<file path="config.mk">
export PLATFORM = sky130hd
export DESIGN_NAME = dcache_arbiter_flat
export DESIGN_NICKNAME = d
export VERILOG_FILES = /design/src/rtl/dcache_arbiter_if.sv /design/src/rtl/dcache_arbiter.sv /design/src/flat_wrapper.sv
export SDC_FILE = /design/constraint.sdc
export NUM_CORES = 1
export LEC_CHECK = 0
export BUFFER_PORTS_ARGS = -buffer_cell sky130_fd_sc_hd__buf_2
export CAP_MARGIN = 0
export CORE_UTILIZATION = 48
export DETAILED_ROUTE_END_ITERATION = 8
export GPL_TIMING_DRIVEN = 0
export PLACE_DENSITY = 0.83
export SYNTH_ARGS = -nofsm -noshare
export SYNTH_HDL_FRONTEND = slang
export SYNTH_SLANG_ARGS = --single-unit
export TNS_END_PERCENT = 5
</file>
<file path="constraint.sdc">
create_clock -name clock -period 2.88 [get_ports clock]
set_input_delay 0.576 -clock clock [delete_from_list [all_inputs] [get_ports clock]]
set_output_delay 0.576 -clock clock [all_outputs]
set_load 0.05 [all_outputs]
</file>
<file path="src/rtl/dcache_arbiter_if.sv">
// Request, response and cache-side signal bundle for the two-port data cache arbiter.
// The slave modport is the arbiter; the master modport is requesters plus cache.
interface dcache_arbiter_if;
  logic [1:0]       req_valid;
  logic [1:0]       req_ready;
  logic [1:0]       req_write;
  logic [1:0][31:0] req_addr;
  logic [1:0][31:0] req_wdata;
  logic             rsp_valid;
  logic             rsp_id;
  logic             rsp_err;
  logic [31:0]      rsp_data;
  logic [31:0]      cache_addr;
  logic [31:0]      cache_data_in;
  logic [4:0]       cache_uop;
  logic [31:0]      cache_data_out;

  modport slave (
    input  req_valid, req_write, req_addr, req_wdata, cache_data_out,
    output req_ready, rsp_valid, rsp_id, rsp_err, rsp_data,
           cache_addr, cache_data_in, cache_uop
  );

  modport master (
    output req_valid, req_write, req_addr, req_wdata, cache_data_out,
    input  req_ready, rsp_valid, rsp_id, rsp_err, rsp_data,
           cache_addr, cache_data_in, cache_uop
  );
endinterface

</file>
<file path="src/rtl/dcache_arbiter.sv">
// Round-robin arbiter and 3-cycle sequencer in front of the execute-stage data cache.
// Grants one load/store at a time and returns a tagged one-cycle response pulse.
module dcache_arbiter #(
  parameter logic [4:0]  STR_UOP = 5'b01001,
  parameter logic [4:0]  LDR_UOP = 5'b01010,
  parameter logic [4:0]  NOP_UOP = 5'b00000,
  parameter int unsigned DEPTH   = 32
) (
  input logic              clock,
  input logic              reset,
  dcache_arbiter_if.slave  bus
);

  typedef enum logic [1:0] {StIdle, StIssue, StCapture} state_e;

  state_e      state_q, state_d;
  logic        last_grant_q, last_grant_d;
  logic        id_q, id_d;
  logic        err_q, err_d;
  logic        write_q, write_d;
  logic        rsp_valid_q, rsp_valid_d;
  logic        rsp_id_q, rsp_id_d;
  logic        rsp_err_q, rsp_err_d;
  logic [31:0] rsp_data_q, rsp_data_d;
  logic [31:0] cache_addr_q, cache_addr_d;
  logic [31:0] cache_data_in_q, cache_data_in_d;
  logic [4:0]  cache_uop_q, cache_uop_d;
  logic [31:0] hold_q;

  logic [1:0]  grant;
  logic        gnt_id;
  logic        in_range;

  // When both are valid, prefer the requester that was not granted last.
  always_comb begin
    grant = 2'b00;
    if (state_q == StIdle) begin
      unique case (bus.req_valid)
        2'b01:   grant = 2'b01;
        2'b10:   grant = 2'b10;
        2'b11:   grant = last_grant_q ? 2'b01 : 2'b10;
        default: grant = 2'b00;
      endcase
    end
  end

  assign gnt_id   = grant[1];
  assign in_range = bus.req_addr[gnt_id] < DEPTH;

  always_comb begin
    state_d         = state_q;
    last_grant_d    = last_grant_q;
    id_d            = id_q;
    err_d           = err_q;
    write_d         = write_q;
    rsp_valid_d     = 1'b0;
    rsp_id_d        = rsp_id_q;
    rsp_err_d       = rsp_err_q;
    rsp_data_d      = rsp_data_q;
    cache_addr_d    = cache_addr_q;
    cache_data_in_d = cache_data_in_q;
    cache_uop_d     = cache_uop_q;
    unique case (state_q)
      StIdle: begin
        if (|grant) begin
          state_d         = StIssue;
          last_grant_d    = gnt_id;
          id_d            = gnt_id;
          write_d         = bus.req_write[gnt_id];
          err_d           = !in_range;
          cache_addr_d    = bus.req_addr[gnt_id];
          cache_data_in_d = bus.req_wdata[gnt_id];
          // Out-of-range requests never reach the cache.
          if (!in_range)                  cache_uop_d = NOP_UOP;
          else if (bus.req_write[gnt_id]) cache_uop_d = STR_UOP;
          else                            cache_uop_d = LDR_UOP;
        end
      end
      StIssue: begin
        cache_uop_d = NOP_UOP;
        state_d     = StCapture;
      end
      StCapture: begin
        rsp_valid_d = 1'b1;
        rsp_id_d    = id_q;
        rsp_err_d   = err_q;
        rsp_data_d  = (!write_q && !err_q) ? hold_q : 32'h0;
        state_d     = StIdle;
      end
      default: state_d = StIdle;
    endcase
  end

  always_ff @(posedge clock) begin
    if (reset) begin
      state_q         <= StIdle;
      last_grant_q    <= 1'b1;
      id_q            <= 1'b0;
      err_q           <= 1'b0;
      write_q         <= 1'b0;
      rsp_valid_q     <= 1'b0;
      rsp_id_q        <= 1'b0;
      rsp_err_q       <= 1'b0;
      rsp_data_q      <= 32'h0;
      cache_addr_q    <= 32'h0;
      cache_data_in_q <= 32'h0;
      cache_uop_q     <= NOP_UOP;
    end else begin
      state_q         <= state_d;
      last_grant_q    <= last_grant_d;
      id_q            <= id_d;
      err_q           <= err_d;
      write_q         <= write_d;
      rsp_valid_q     <= rsp_valid_d;
      rsp_id_q        <= rsp_id_d;
      rsp_err_q       <= rsp_err_d;
      rsp_data_q      <= rsp_data_d;
      cache_addr_q    <= cache_addr_d;
      cache_data_in_q <= cache_data_in_d;
      cache_uop_q     <= cache_uop_d;
    end
  end

  // The cache clears data_out at the falling edge after a load; grab it just before.
  always_ff @(negedge clock) begin
    hold_q <= bus.cache_data_out;
  end

  assign bus.req_ready     = grant;
  assign bus.rsp_valid     = rsp_valid_q;
  assign bus.rsp_id        = rsp_id_q;
  assign bus.rsp_err       = rsp_err_q;
  assign bus.rsp_data      = rsp_data_q;
  assign bus.cache_addr    = cache_addr_q;
  assign bus.cache_data_in = cache_data_in_q;
  assign bus.cache_uop     = cache_uop_q;

endmodule

</file>
<file path="src/flat_wrapper.sv">
// flat-port wrapper written by rule: the top's interface ports become plain ports
module dcache_arbiter_flat 
#(
  parameter logic [4:0]  STR_UOP = 5'b01001,
  parameter logic [4:0]  LDR_UOP = 5'b01010,
  parameter logic [4:0]  NOP_UOP = 5'b00000,
  parameter int unsigned DEPTH   = 32
)
  (clock, reset, bus_req_valid, bus_req_write, bus_req_addr, bus_req_wdata, bus_cache_data_out, bus_req_ready, bus_rsp_valid, bus_rsp_id, bus_rsp_err, bus_rsp_data, bus_cache_addr, bus_cache_data_in, bus_cache_uop);
  dcache_arbiter_if bus_i ();
  input logic clock;
  input logic reset;
  input wire logic [$bits(bus_i.req_valid)-1:0] bus_req_valid;
  input wire logic [$bits(bus_i.req_write)-1:0] bus_req_write;
  input wire logic [$bits(bus_i.req_addr)-1:0] bus_req_addr;
  input wire logic [$bits(bus_i.req_wdata)-1:0] bus_req_wdata;
  input wire logic [$bits(bus_i.cache_data_out)-1:0] bus_cache_data_out;
  output wire logic [$bits(bus_i.req_ready)-1:0] bus_req_ready;
  output wire logic [$bits(bus_i.rsp_valid)-1:0] bus_rsp_valid;
  output wire logic [$bits(bus_i.rsp_id)-1:0] bus_rsp_id;
  output wire logic [$bits(bus_i.rsp_err)-1:0] bus_rsp_err;
  output wire logic [$bits(bus_i.rsp_data)-1:0] bus_rsp_data;
  output wire logic [$bits(bus_i.cache_addr)-1:0] bus_cache_addr;
  output wire logic [$bits(bus_i.cache_data_in)-1:0] bus_cache_data_in;
  output wire logic [$bits(bus_i.cache_uop)-1:0] bus_cache_uop;
  assign bus_i.req_valid = bus_req_valid;
  assign bus_i.req_write = bus_req_write;
  assign bus_i.req_addr = bus_req_addr;
  assign bus_i.req_wdata = bus_req_wdata;
  assign bus_i.cache_data_out = bus_cache_data_out;
  assign bus_req_ready = bus_i.req_ready;
  assign bus_rsp_valid = bus_i.rsp_valid;
  assign bus_rsp_id = bus_i.rsp_id;
  assign bus_rsp_err = bus_i.rsp_err;
  assign bus_rsp_data = bus_i.rsp_data;
  assign bus_cache_addr = bus_i.cache_addr;
  assign bus_cache_data_in = bus_i.cache_data_in;
  assign bus_cache_uop = bus_i.cache_uop;
  dcache_arbiter #(.STR_UOP(STR_UOP), .LDR_UOP(LDR_UOP), .NOP_UOP(NOP_UOP), .DEPTH(DEPTH)) u_core (.clock(clock), .reset(reset), .bus(bus_i));
endmodule
</file>
==> impl_metrics.toml <==
[status]
status = "complete, no violations"

[sta]
post-route-min-period_ns = 2.44
max_freq_ghz = 0.410
drv_slew = 0
rsz0062_at_grt = "no"
fin_skew_ns = 0.0291
min_period_over_period = 0.846
relSlewSlack = 0.498
fin_hold_ws_ns = 0.317
hold_viol_final = 0
worst_pin_slew_ns = 0.747
fin_tns_setup_ns = 0
finalSetupViolCount = 0

[layout]
antenna_cells = 0
postLayoutCoreUtil = 0.713
final_nets = 1026
drive_gt1_frac = 0.393
design_area_um2 = 7360
syn_to_final_growth_pct = 43.4

[logic_synthesis]
synth_seq_cells = 140
ys_seq_area_frac = 0.546
async_reset_ff_frac = 0
synth_top_area_share = 0.546
ys.warnings.count = 0
netlist_instances = 541
synth_cell_type_count = 35
synth_edf_count = 0
syn_area_um2 = 5130
syn_area_per_cell_um2 = 9.48
yosys.area.top_type = "dfxtp_1"
synthTopCellsByArea = "dfxtp_1 (55%), nor2_1 (7.5%), a311oi_1 (6.5%)"
synthFlopType = "dfxtp_1"

[global_route]
antenna_found_initial = 0
grt_usage = 0.293
grt_pass1_vias = 5355
overflow = 0
grt_pass1_wl_um = 25700
grt_max_degree = 17

[placed_design]
io_buffers = 268
dp_hpwl_um = 12100
place_area_um2 = 6650
place.gp.congestion = 0.902

[critical_path]
critPathSlowestCell = "dfxtp_1"
critPathBufInv = 3
cp-end-kind = "primary output"
path_cells = "nor2_2 -> nand3_2 -> inv_2 -> buf_2 -> buf_2"
crit_top_cell = "buf_2"
slowest_delay_ns = 0.35
cp.required_ns = 2.30
critPathMaxFanout = 10
cp_data_arrival_time_ns = 1.86
cp_top_family = "buffers and inverters"
start_kind = "flip-flop"
critPathKind = "flip-flop to primary output"

[power]
switchingPower_w = 0.00203
peakVddDrop_mv = 0.487
pwr-share-comb = 0.206
internal-power_w = 0.00363
pwr-share-clk = 0.411
swShare = 0.359
seq_power_share = 0.383
p_total_w = 0.00566
power_density_nw_per_um2 = 770
power.leakage_nw = 3.82

[cts]
insertion_delay_ns = 0.52
tritoncts = "done"
clock-sinks = 140
clk_path_buf_depth = 2
post_cts_resized = 0
cts_inserted_buffers = 17
cts_root_buffer = "clkbuf_8"
cts_hold_buffers = 0
htreeDepth = 4
path_clk_slew_ns = 0.07
post_cts_buffers = 0

[die]
boundaryPins = 272
die-area_um2 = 11100
die_y_um = 105
rows = 37
die_w_um = 105
core_um2 = 10300
start_util = 0.497

[routing]
vias = 5358
viasPerCell = 5.31
post_drt_wl_per_cell_um = 16.0
drc = 0
finalWirelength_um = 16200
dr.pass1.iters = 4
drtIter0Drc = 368
antenna_left = 0

[min_path]
hold_class = "input pin to flip-flop"

[run]
cap_violations = 0
-- per-layer routing --
| metal | global-route usage | wire length [um] | part of all wire |
|---|---|---|---|
| met1 | 0.322 | 6510 | 0.40 |
| met4 | 0.127 | 473 | 0.029 |
| met5 | 0 | 0 | 0 |
| met2 | 0.528 | 8060 | 0.50 |
| met3 | 0.0767 | 1120 | 0.069 |
-- cell type report --
class                           count  area [um^2]
Sequential cell                   140         2800
Clock inverter                     47          299
Inverter                            3         11.3
Buffer                             47          249
Clock buffer                       17          414
Fill cell                         812         2970
Tap cell                          136          170
Timing Repair Buffer              268         1340
Multi-Input combinational cell    351         2070
-- cells in the final DEF (no fill, tap or decap), drive strengths merged --
| master | Yosys | layout |
|---|---|---|
| buf | 33 | 301 |
| dfxtp | 140 | 140 |
| nor2 | 104 | 104 |
| nand2 | 80 | 80 |
| inv | 4 | 45 |
| a311oi | 38 | 38 |
| a22oi | 32 | 32 |
| clkbuf | 14 | 31 |
| mux2i | 30 | 30 |
| a211oi | 28 | 28 |
| nor4 | 12 | 12 |
| clkinv | 0 | 5 |
| nand3 | 4 | 4 |
| nand2b | 3 | 3 |
| a21oi | 2 | 2 |
| or4 | 2 | 2 |
| o21ai | 2 | 2 |
| conb | 1 | 2 |
| nor3 | 2 | 2 |
| o21a | 1 | 1 |
| or3b | 1 | 1 |
| nand4b | 1 | 1 |
| and2 | 1 | 1 |
| o211ai | 1 | 1 |
| o22ai | 1 | 1 |
| and2b | 1 | 1 |
| mux2 | 1 | 1 |
| nor3b | 1 | 1 |
| a22o | 1 | 1 |
-- cells by family after synthesis --
group / count (synthesis) / synth area share
flip-flops: 140 / 0.546
other: 1 / 0.000731
buffers and inverters: 51 / 0.0515
AO/OA/AOI/OAI: 106 / 0.165
AND/OR/NAND/NOR: 212 / 0.176
multiplexers: 31 / 0.0607
-- tightest hold or removal path: stages --
cell and delay, ns:
buf_2 0.10, nand2_1 0.05, a311oi_1 0.07
-- path summary, 6_finish.rpt --
check / start / endpoint / slack (ns) / cells after the start
setup / recovery: u_core.state_q[0]$_SDFFE_PP0P_ / bus_req_ready[1] / 0.44 / 5
hold / removal: bus_req_wdata[41] / u_core.bus.cache_data_in[9]$_SDFFE_PP0P_ / 0.32 / 3
setup reg to reg: u_core.hold_q[14]$_DFF_N_ / u_core.bus.rsp_data[14]$_SDFFE_PP0P_ / 0.78 / 2
hold reg to reg: u_core.bus.cache_uop[1]$_SDFFE_PP0P_ / u_core.bus.cache_uop[1]$_SDFFE_PP0P_ / 0.44 / 2
-- cell usage after synthesis (2+ instances only) --
cell      number
nand3_1        2
o21ai_1        2
or4_1          2
nor2_1       103
nand3_2        2
mux2i_1       30
a311oi_1      38
buf_4          8
clkbuf_1      14
a21oi_1        2
nand2b_1       3
a22oi_1       32
buf_6          2
inv_1          3
a211oi_1      28
nor4_1        12
nand2_1       80
dfxtp_1      140
buf_2         22
-- power groups by stage --
stage                     Sequential [W]  Combinational [W]  Clock (W)
after global routing             0.00218            0.00124    0.00249
after detailed placement         0.00220            0.00116  0.0000700
after CTS                        0.00216            0.00116    0.00237
after floorplan                  0.00261           0.000387  0.0000700
after global placement           0.00220            0.00113  0.0000700
final                            0.00217            0.00117    0.00233
-- state kept, by name, summed over array words and instances (netlist names) --
register,count
u_core.hold_q,32
u_core.write_q,1
u_core.state_q,2
u_core.bus.rsp_err,1
u_core.bus.cache_addr,32
u_core.id_q,1
u_core.last_grant_q,1
u_core.bus.rsp_id,1
u_core.bus.rsp_data,32
u_core.bus.cache_uop,3
u_core.bus.cache_data_in,32
u_core.bus.rsp_valid,1
u_core.err_q,1
-- per-stage QoR --
step	std cells	setup slack, ns
after floorplan	542	0.763
after global placement	946	0.645
after detailed placement	946	0.645
after CTS	1009	0.426
after global routing	1009	0.268
final	1009	0.443
(Power assumes the default switching activity.)
